`src/rtl/store_queue_pkg.sv`:
```
// Shared sizing constants and types for the LSU store queue.
package store_queue_pkg;

    localparam int SQ_NUM   = 4;
    localparam int SQ_WIDTH = $clog2(SQ_NUM);
    localparam int XLEN     = 32;

    typedef enum logic [1:0] {
        SIZE_BYTE = 2'd0,
        SIZE_HALF = 2'd1,
        SIZE_WORD = 2'd2
    } mem_size_t;

    typedef struct packed {
        logic            valid;
        logic            ready;
        logic [XLEN-1:0] addr;
        logic [XLEN-1:0] data;
        mem_size_t       size;
    } sq_entry_t;

endpackage

```
`src/rtl/store_queue_byte_mask.sv`:
```
// Byte-enable generator: access size and low address bits to a 4-bit lane mask.
module sq_byte_mask
    import store_queue_pkg::*;
(
    input  logic [1:0] size,
    input  logic [1:0] addr_lo,
    output logic [3:0] mask
);

    always_comb begin
        mask = 4'b0000;
        case (size)
            SIZE_BYTE: mask = 4'b0001 << addr_lo;
            SIZE_HALF: mask = 4'b0011 << addr_lo;
            SIZE_WORD: mask = 4'b1111;
            default:   mask = 4'b0000;
        endcase
    end

endmodule

```
`src/rtl/store_queue.sv`:
```
// Circular store queue: holds stores from dispatch to commit, drains committed
// stores in order to the dcache, and serves load-forwarding lookups.
module store_queue
    import store_queue_pkg::*;
(
    input  logic                clk,
    input  logic                reset,
    input  logic                alloc_valid,
    output logic                alloc_ready,
    output logic [SQ_WIDTH-1:0] alloc_index,
    input  logic                exe_valid,
    input  logic [SQ_WIDTH-1:0] exe_index,
    input  logic [XLEN-1:0]     exe_addr,
    input  logic [XLEN-1:0]     exe_data,
    input  logic [1:0]          exe_size,
    input  logic                commit_valid,
    input  logic                flush,
    input  logic                ld_valid,
    input  logic [XLEN-1:0]     ld_addr,
    input  logic [1:0]          ld_size,
    input  logic [SQ_WIDTH-1:0] ld_sq_tail,
    output logic [SQ_NUM-1:0]   match,
    output logic [SQ_WIDTH-1:0] push_head,
    input  logic                fwd_hit,
    input  logic [SQ_WIDTH-1:0] fwd_index,
    output logic [XLEN-1:0]     fwd_data,
    output logic                ld_stall,
    output logic                mem_req_valid,
    input  logic                mem_req_ready,
    output logic [XLEN-1:0]     mem_req_addr,
    output logic [XLEN-1:0]     mem_req_data,
    output logic [1:0]          mem_req_size
);

    localparam int CNT_W = SQ_WIDTH + 1;

    sq_entry_t [SQ_NUM-1:0] entries;
    logic [SQ_WIDTH-1:0]    head;
    logic [SQ_WIDTH-1:0]    tail;
    logic [CNT_W-1:0]       count;
    logic [CNT_W-1:0]       ccnt;

    logic                   alloc_fire;
    logic                   exe_fire;
    logic                   commit_fire;
    logic                   drain_fire;
    logic [SQ_WIDTH-1:0]    commit_idx;
    logic [SQ_WIDTH-1:0]    head_n;
    logic [SQ_WIDTH-1:0]    tail_n;
    logic [CNT_W-1:0]       count_n;
    logic [CNT_W-1:0]       ccnt_n;

    logic [3:0]             smask [SQ_NUM];
    logic [3:0]             lmask;
    logic [SQ_WIDTH-1:0]    keep_off [SQ_NUM];
    logic [SQ_WIDTH-1:0]    age_off [SQ_NUM];
    logic [SQ_WIDTH-1:0]    ld_span;
    logic [SQ_NUM-1:0]      keep;
    logic [SQ_NUM-1:0]      older;
    logic [SQ_NUM-1:0]      unresolved;
    logic                   fwd_partial;
    logic [XLEN-1:0]        fwd_shift;

    // Expand a byte-enable mask into a bit mask over the data word.
    function automatic logic [XLEN-1:0] lane_bits(input logic [3:0] be);
        logic [XLEN-1:0] bits;
        bits = '0;
        for (int b = 0; b < 4; b++) bits[8*b +: 8] = {8{be[b]}};
        return bits;
    endfunction

    assign alloc_ready = (count != CNT_W'(SQ_NUM));
    assign alloc_index = tail;
    assign alloc_fire  = alloc_valid & alloc_ready & ~flush;
    assign exe_fire    = exe_valid & ~flush & entries[exe_index].valid;
    assign commit_idx  = head + ccnt[SQ_WIDTH-1:0];
    assign commit_fire = commit_valid & (ccnt != count);

    assign mem_req_valid = (ccnt != '0) & entries[head].valid;
    assign mem_req_addr  = entries[head].addr;
    assign mem_req_data  = entries[head].data;
    assign mem_req_size  = entries[head].size;
    assign drain_fire    = mem_req_valid & mem_req_ready;

    // Flush rebuilds tail from the post-drain head so only committed stores survive.
    always_comb begin
        head_n = head + SQ_WIDTH'(drain_fire);
        ccnt_n = ccnt + CNT_W'(commit_fire) - CNT_W'(drain_fire);
        if (flush) begin
            count_n = ccnt_n;
            tail_n  = head_n + ccnt_n[SQ_WIDTH-1:0];
        end else begin
            count_n = count + CNT_W'(alloc_fire) - CNT_W'(drain_fire);
            tail_n  = tail + SQ_WIDTH'(alloc_fire);
        end
    end

    sq_byte_mask u_lmask (
        .size    (ld_size),
        .addr_lo (ld_addr[1:0]),
        .mask    (lmask)
    );

    assign push_head = ld_sq_tail;
    assign ld_span   = ld_sq_tail - head;

    for (genvar i = 0; i < SQ_NUM; i++) begin : g_entry
        sq_byte_mask u_smask (
            .size    (entries[i].size),
            .addr_lo (entries[i].addr[1:0]),
            .mask    (smask[i])
        );
        assign keep_off[i]   = SQ_WIDTH'(i) - head_n;
        assign keep[i]       = {1'b0, keep_off[i]} < ccnt_n;
        assign age_off[i]    = SQ_WIDTH'(i) - head;
        assign older[i]      = entries[i].valid & (age_off[i] < ld_span);
        assign unresolved[i] = older[i] & ~entries[i].ready;
        assign match[i]      = ld_valid & older[i] & entries[i].ready
                             & (entries[i].addr[XLEN-1:2] == ld_addr[XLEN-1:2])
                             & (|(smask[i] & lmask));
    end

    // Store data goes to its own memory lane, then only the load's bytes are kept.
    assign fwd_shift   = entries[fwd_index].data << {entries[fwd_index].addr[1:0], 3'b000};
    assign fwd_data    = fwd_hit ? (fwd_shift & lane_bits(lmask)) : '0;
    assign fwd_partial = (smask[fwd_index] & lmask) != lmask;
    assign ld_stall    = ld_valid & ((|unresolved) | (fwd_hit & fwd_partial));

    always_ff @(posedge clk) begin
        if (reset) begin
            head  <= '0;
            tail  <= '0;
            count <= '0;
            ccnt  <= '0;
            for (int i = 0; i < SQ_NUM; i++) begin
                entries[i].valid <= 1'b0;
                entries[i].ready <= 1'b0;
            end
        end else begin
            head  <= head_n;
            tail  <= tail_n;
            count <= count_n;
            ccnt  <= ccnt_n;
            for (int i = 0; i < SQ_NUM; i++) begin
                if (flush && !keep[i]) begin
                    entries[i].valid <= 1'b0;
                    entries[i].ready <= 1'b0;
                end
            end
            if (drain_fire) begin
                entries[head].valid <= 1'b0;
                entries[head].ready <= 1'b0;
            end
            if (alloc_fire) begin
                entries[tail].valid <= 1'b1;
                entries[tail].ready <= 1'b0;
            end
            if (exe_fire) begin
                entries[exe_index].ready <= 1'b1;
                entries[exe_index].addr  <= exe_addr;
                entries[exe_index].data  <= exe_data;
                entries[exe_index].size  <= mem_size_t'(exe_size);
            end
        end
    end

    a_exe_to_valid: assert property (@(posedge clk) disable iff (reset)
        (exe_valid && !flush) |-> entries[exe_index].valid)
        else $error("store_queue: exe to unallocated entry");

    a_commit_legal: assert property (@(posedge clk) disable iff (reset)
        commit_valid |-> ((ccnt != count) && entries[commit_idx].ready))
        else $error("store_queue: commit with no resolved uncommitted store");

endmodule

```
`config.mk`:
```
export PLATFORM = sky130hd
export DESIGN_NAME = store_queue
export DESIGN_NICKNAME = d
export VERILOG_FILES = /design/src/rtl/store_queue_pkg.sv /design/src/rtl/store_queue_byte_mask.sv /design/src/rtl/store_queue.sv
export SDC_FILE = /design/constraint.sdc
export NUM_CORES = 1
export LEC_CHECK = 0
export CAP_MARGIN = 20
export CORE_MARGIN = 10
export CORE_UTILIZATION = 65
export CTS_BUF_LIST = sky130_fd_sc_hd__clkbuf_16
export CTS_CLUSTER_DIAMETER = 40
export DETAILED_ROUTE_END_ITERATION = 12
export DONT_BUFFER_PORTS = 1
export GPL_ROUTABILITY_DRIVEN = 1
export HOLD_SLACK_MARGIN = 0.05
export PLACE_DENSITY = 0.83
export SYNTH_ARGS = -nofsm -noshare
export SYNTH_HDL_FRONTEND = slang
export SYNTH_SLANG_ARGS = --single-unit
```
`constraint.sdc`:
```
create_clock -name clk -period 6.75 [get_ports clk]
set_input_delay 1.35 -clock clk [delete_from_list [all_inputs] [get_ports clk]]
set_output_delay 1.35 -clock clk [all_outputs]
set_load 0.01 [all_outputs]
```
# After elaboration in Yosys (flattened, before gate mapping)
# Cells that the tools add are included.
# op_classes
bitwise	46
shifts	11
muxes	54
add_sub_neg	16
n_lt_le_gt_ge	16
n_reduce_logical	22
n_eq_ne	17
# op_table
op	n
$bwmux W272	8
$mux W272	5
$demux W68 S2	8
$bmux W68 S2	3
$mux W68	4
$mux W67	3
$eq A30 B30 Y1	4
$mux W66	1
$pmux W4 S3	5
$mux W36	1
$mux W34	1
$and A1 B1 Y1	33
$and A32 B32 Y32	1
$mux W32	1
$shl A32 B5 Y32	1
$and A4 B4 Y4	5
$mux W2	10
$reduce_or A4 Y1	5
$shl A1 B2 Y4 const A	5
$shl A2 B2 Y4 const A	5
$lt A2 B3 Y1	4
$lt A2 B3 Y1 const B	4
$eq A2 B1 Y1 const B	5
$eq A2 B2 Y1 const B	5
other kinds (23)	55
# totals
output_inout_bits	109
input_bits	115
word_cells	206
regBits	282

# Longest topological paths before layout
# Gate-level depths: netlist of run 1.
# depth
depth_word	24
mapped_depth	15

# By module
# A second synthesis of run 1 with hierarchy kept.
# hier_totals
cells_unflattened	1168
hier_area_um2	16024.1
# modules_own_cells
module	cells_each	n_inst	seq_area_each_um2	area_per_inst_um2
store_queue	1118	1	8287.9	15667.5
sq_byte_mask	10	5	0.0	71.3

# Worst setup path after synthesis of run 1
# No wires, ideal clock.
# synth_path
path_kind	in2reg
startpoint	in flush
endpoint	reg, netlist name entries[136]
n_path_buf	2
required_ps	6251
setup_time_ps	499
setup_slack_ps	1010
path_stages	5
arrival_time_ps	5241
path_cell_list	clkbuf_1 nor3b_1 and3_1 clkbuf_1 nor2b_1
# synth_lines
element	line_no	text
from (decl)	store_queue.sv:17	input logic flush,

# Worst setup path after layout of run 1
# layout_path
startpoint	reg head[0]
endpoint	out match[0]
# layout_between
elab_chain_len	7
word_cells_on_any_way	8
cone_classes	add/sub (2); order compare (1); bitwise (5)
# layout_lines
element	line_no	text
from (decl)	store_queue.sv:38	logic [SQ_WIDTH-1:0] head;
from (signal assigned)	store_queue.sv:140	head <= head_n;
$sub A1 B2 Y2 or $sub A2 B2 Y2 (tied branches)	store_queue.sv:115, store_queue.sv:105	
$lt A2 B2 Y1 *	store_queue.sv:116	assign older[i] = entries[i].valid & (age_off[i] < ld_span);
$and A1 B1 Y1 *	store_queue.sv:116	
$and A1 B1 Y1 * (2 in a row)	store_queue.sv:118	assign match[i] = ld_valid & older[i] & entries[i].ready
$and A1 B1 Y1 *	store_queue.sv:119	& (entries[i].addr[XLEN-1:2] == ld_addr[XLEN-1:2])
$and A1 B1 Y1 *	store_queue.sv:120	& (|(smask[i] & lmask));
to (decl)	store_queue.sv:22	output logic [SQ_NUM-1:0] match,
# Every way passes the cells marked *; elsewhere a longest branch is shown, timed or not.

==> key figures, run 1 <==
Worst setup path
  – Setup slack, reg-to-reg: 2.58 ns
  – Crit path kind: register to output port
  – Worst EP arrival: 3.69 ns
  – Worst-path fanout max: 40
  – Startpoint Class: register
  – Critical path data required time: 5.40 ns
  – FF-to-FF End: entries[270]
  – Crit path largest cell delay: 0.87 ns
  – Critical path, cell by cell: nand2b_1, fa_1, inv_1, ha_1, nand2_1, nand3b_1, a2111oi_0, nand4_1, a31oi_1
  – CP Capture Type: output port
  – CP startpoint: head[0]
  – Worst setup path end: match[0]
  – Crit path max-delay cell type: dfxtp_4
  – Worst R2R Start: head[0]
  – Cells on worst reg2reg path: 13

Yosys
  – YS warnings: 0
  – Post-synth EDFFs: 264
  – Synth unique cells: 58
  – Synth area leaders: edfxtp_1 49%, mux4_2 14%, and2_1 11%
  – Top cell type's share of synthesized area: 49.4%
  – Dominant cell type by area after synthesis: edfxtp_1
  – Largest family of logic cells by synthesized area: simple AND/OR/NAND/NOR gates
  – Area of the mapped netlist: 16000 µm²
  – Post-Synth Adder-Cell Area: 1.90%
  – Post-Synth XOR/XNOR Area: 7.15%
  – Synthesized instance count: 1207
  – Ys async rst share: 0%
  – Net Count, Synth: 1344
  – Register bit total from synthesis: 282
  – Post-synthesis compound-gate area fraction: 4.37%
  – Post-Synth Simple-Gate Area: 16.5%
  – Seq/Total Area, Yosys: 51.7%
  – Mean Syn Cell Area: 13.3 µm²
  – Prevailing post-synth register cell: edfxtp_1
  – Post-synthesis mux area share: 15.6%

Route
  – Drt via density: 6.64
  – DRC viols: 0
  – Final wirelength: 43600 µm
  – Post-route ant nets: 0
  – Pre-Repair DR Iteration Count: 5
  – Drt initial violations: 1157
  – Routed len/inst: 28.3 µm
  – DR vias: 10215

Floorplanning
  – Die height: 177 µm
  – Die ar.: 31400 µm²
  – Rows: 57
  – Ports: 224
  – Starting Density: 66.0%
  – Die X: 177 µm
  – Core box area: 24300 µm²

Power
  – Power Total: 4.41 mW
  – Worst vdd ir: 0.000236 V
  – PD cells: 250 nW/µm²
  – Total leakage power: 5.36 nW

Clock network
  – Clock slew at reported path FFs: 0.05 ns
  – Max clock buf depth: 3
  – Resize count post-CTS: 0
  – Clock Sinks: 282
  – CTS H-Tree Depth: 2
  – CTS tree: yes
  – CTS root buf: clkbuf_16
  – Hold buffer count at CTS: 0
  – Worst skew pair latency: 0.52 ns
  – Postcts setup bufs: 0
  – CTS buffer count: 41

Outcome
  – Outcome: finished clean

GRT
  – First-pass GRT wire length: 64700 µm
  – Number of global-route vias before repair: 10394
  – Largest net degree at the start of global routing: 69
  – Total congestion overflow: 0
  – Initial antenna violation count: 0
  – Gr usage total: 27.4%

Place
  – DP Area: 16200 µm²
  – Cells after DPL: 1463
  – RD Place Congestion: 0.905
  – IO Port Bufs: 0
  – Detailed Place HPWL: 28900 µm
  – DP Worst Slack: 1.85 ns

STA
  – Setup ws final: 1.71 ns
  – Final hold vios: 0
  – Max Clk Rate: 198 MHz
  – Tcrit/Tclk final: 74.7%
  – Fin Clk Skew: 0.00863 ns
  – RSZ-0062 raised after global routing: no
  – Pin slew with the least headroom to its limit: 1.11 ns
  – # setup viols final: 0
  – Max_slew headroom: 25.7%
  – Total negative slack: 0 ns
  – Max-slew violation count: 0
  – Min Clock Period, post-route: 5.04 ns

Layout
  – Area grow syn2layout: 9.85%
  – Layout cell share with drive strength beyond 1: 16.4%
  – Nets: 1319
  – Most frequent cells in the layout: 275 x and2_1, 264 x edfxtp_1, 101 x mux4_2
  – Final non-filler cell total: 1538
  – Design area: 17600 µm²
  – Commonest non-fill, non-tap cell in the layout: and2_1
  – Antenna Cells: 0

Flow run
  – Max-cap violation count: 0

Min path
  – Hold crit path type: register to register
registers in the layout, summed over array words and instances (netlist names):
register / cells
alloc_index: 2
ccnt: 3
count: 3
entries: 272
head: 2
worst min-delay path by stage:
| stage | startpoint | to | slack, ns | cells after the start |
|---|---|---|---|---|
| floorplan | entries[271] | entries[271] | 0.45 | 2 |
| global placement | entries[203] | entries[203] | 0.48 | 2 |
| detailed placement | entries[203] | entries[203] | 0.48 | 2 |
| CTS | entries[271] | entries[271] | 0.49 | 2 |
| global route | entries[271] | entries[271] | 0.50 | 2 |
| finish | entries[271] | entries[271] | 0.49 | 2 |
synth_stat cells, types with 7 or more instances:
cell,count
nor2b_1,19
a21oi_1,27
nand4_1,21
nor4_1,18
dfxtp_1,18
inv_1,25
clkbuf_1,49
and2_1,275
edfxtp_1,264
xnor2_1,64
nand2b_1,7
mux4_2,101
nor2_1,51
nand2_1,18
ha_1,18
o21ai_0,8
a211oi_1,19
buf_2,18
nor3_1,9
mux2i_1,21
xor2_1,67
routing by layer:
layer / global-route usage (%) / up-vias / part of all wire (%)
li1: - / 4406 / -
met1: 34.2 / 5022 / 34
met2: 43.2 / 682 / 48
met3: 10.2 / 105 / 14
met4: 9.77 / 0 / 3.8
met5: 0 / - / 0
worst max-delay path, delay by kind of cell, from the launching register on:
kind / cells / cell delay [ns]
AOI/OAI and AO/OA: 2 / 0.79
buffers and inverters: 1 / 0.06
and+or+nand+nor: 4 / 0.64
adders and majority gates: 2 / 0.81
DFF: 1 / 0.87
through the flow:
stage	hold WS, ns	util, %
global route	0.498	72.4
floorplan	0.450	-
global placement	0.479	66.8
detailed placement	0.481	66.8
CTS	0.491	72.4
finish	0.491	72.4
kinds of logic after synthesis:
kind of cell | count (synthesis)
buffers and inverters | 105
AO/OA/AOI/OAI | 100
XOR/XNOR | 131
AND/OR/NAND/NOR | 444
adder cells (fa/ha/maj) | 22
multiplexers | 123
flip-flops | 282
power by group:
group | internal, mW | switching, mW | total [mW]
clock | 1.32 | 0.795 | 2.12
sequential | 1.91 | 0.0379 | 1.95
combinational | 0.163 | 0.180 | 0.344
final cells by class:
class                   count  area (µm²)
clock buffers              43        1080
multi-input cells         820        7340
flip-flops and latches    282        8300
fillers                  1515        6700
repair buffers             12         115
inverters                  25        93.8
well taps                 324         405
clock inverters            32         298
(Power assumes the default switching activity.)
==> inputs of run 2 (changes only) <==
clock period = 4.65 ns   (was 6.75 ns; I/O delays follow)
==> key figures, run 2 (synthesis results as in run 1) <==
Outcome
  – Outcome: finished clean

Worst setup path
  – Startpoint Class: register
  – Worst-path fanout max: 33
  – Worst EP arrival: 3.41 ns
  – Crit path kind: register to output port
  – Critical path data required time: 3.72 ns
  – CP Capture Type: output port
  – Cells on worst reg2reg path: 13

Clock network
  – Hold buffer count at CTS: 0
  – Resize count post-CTS: 0
  – Clock Sinks: 282
  – CTS root buf: clkbuf_16
  – Clock slew at reported path FFs: 0.05 ns
  – Worst skew pair latency: 0.53 ns
  – CTS buffer count: 39
  – CTS H-Tree Depth: 2
  – Postcts setup bufs: 0
  – CTS tree: yes
  – Max clock buf depth: 3

Route
  – Drt initial violations: 1105
  – Final wirelength: 44500 µm
  – Post-route ant nets: 0
  – Pre-Repair DR Iteration Count: 5
  – DRC viols: 0
  – Drt via density: 6.63
  – DR vias: 10187
  – Routed len/inst: 29.0 µm

Layout
  – Final non-filler cell total: 1537
  – Antenna Cells: 0
  – Fillers: 1567
  – Biggest register: entries
  – Area grow syn2layout: 9.95%
  – Layout cell share with drive strength beyond 1: 16.3%
  – Max FFs per register: 272
  – Most frequent cells in the layout: 275 x and2_1, 264 x edfxtp_1, 101 x mux4_2
  – Design area: 17600 µm²
  – Nets: 1321
  – Largest registers: entries x272, ccnt x3, count x3
  – Commonest non-fill, non-tap cell in the layout: and2_1

GRT
  – Number of global-route vias before repair: 10492
  – Initial antenna violation count: 0
  – Largest net degree at the start of global routing: 68
  – Gr usage total: 28.0%
  – Total congestion overflow: 0
  – First-pass GRT wire length: 66300 µm

Floorplanning
  – Starting Density: 66.0%
  – Die ar.: 31400 µm²
  – Ports: 224
  – Core box area: 24300 µm²
  – Rows: 57
  – Die X: 177 µm
  – Die height: 177 µm

Power
  – Worst vdd ir: 0.000321 V
  – Total leakage power: 5.37 nW
  – PD cells: 363 nW/µm²

Place
  – Cells after DPL: 1467
  – IO Port Bufs: 0
  – Detailed Place HPWL: 29300 µm
  – DP Area: 16300 µm²
  – RD Place Congestion: 0.909

Min path
  – Hold crit path type: input pin to register
  – Worst hold stages: 1

STA
  – Max-slew violation count: 0
  – Max_slew headroom: 26.4%
  – Tcrit/Tclk final: 93.4%
  – Final hold vios: 0
  – Total negative slack: 0 ns
  – Min Clock Period, post-route: 4.34 ns
  – # setup viols final: 0
  – Fin Clk Skew: 0.0251 ns
  – RSZ-0062 raised after global routing: no
  – Pin slew with the least headroom to its limit: 1.10 ns
  – Max Clk Rate: 230 MHz

Flow run
  – Max-cap violation count: 0
[run 2: cell count changes in the layout (fill, tap and decap cells not counted)]
cell and change:
buf_4 +4, bufinv_16 +1, clkbuf_16 -1, clkinv_1 -3, clkinv_2 -7, clkinv_4 +2, inv_1 +3, inv_6 +1
inv_8 -1
[run 2: metal layers]
| layer | track usage, % | vias up | wire length [µm] |
|---|---|---|---|
| met3 | 9.79 | 83 | 5540 |
| li1 | - | 4413 | - |
| met2 | 44.7 | 602 | 21400 |
| met4 | 8.65 | 0 | 1270 |
| met5 | 0 | - | 0 |
| met1 | 35.5 | 5089 | 16300 |
[run 2: worst paths after layout]
kind	start	end	slack (ns)
setup reg to reg	head[1]	entries[134]	0.86
hold / removal	reset	ccnt[1]	0.48
hold reg to reg	entries[203]	entries[203]	0.50
setup / recovery	head[1]	match[2]	0.31
[run 2: cell type report]
type | instances | area, µm² | area share, %
Sequential cell | 282 | 8300 | 47.0
Inverter | 25 | 93.8 | 0.532
Multi-Input combinational cell | 820 | 7340 | 41.6
Tap cell | 324 | 405 | 2.30
Clock inverter | 28 | 308 | 1.75
Clock buffer | 42 | 1050 | 5.96
Timing Repair Buffer | 16 | 145 | 0.823
[run 2: stage by stage]
| stage | setup slack [ns] | hold WS (ns) | power (mW) | utilization, % |
|---|---|---|---|---|
| 3_3_place_gp | 0.649 | 0.476 | 3.37 | 66.9 |
| 2_1_floorplan | 0.586 | 0.450 | 3.29 | - |
| 4_1_cts | 0.236 | 0.467 | 6.44 | 72.5 |
| 6_report | 0.308 | 0.483 | 6.41 | 72.5 |
| 5_1_grt | 0.0113 | 0.462 | 6.60 | 72.5 |
| 3_5_place_dp | 0.654 | 0.477 | 3.38 | 66.9 |
[run 2: critical path: stages (launching register included)]
cell and delay [ns]:
dfxtp_4 0.70, inv_1 0.19, fa_1 0.54, inv_1 0.06, ha_1 0.27, nand2_1 0.06
nand3b_1 0.10, nor4_1 0.38, nand4_1 0.15, nor3_1 0.27, buf_4 0.18
[run 2: where the power goes]
group / switching [mW] / internal (mW)
Clock: 1.14 / 1.93
Sequential: 0.0406 / 2.77
Combinational: 0.284 / 0.242
==> inputs of run 3 (changes only) <==
SLEW_MARGIN = 20   (was unset)
==> results of run 3 <==
Final layout, timing and power as in run 2 (identical DEF).
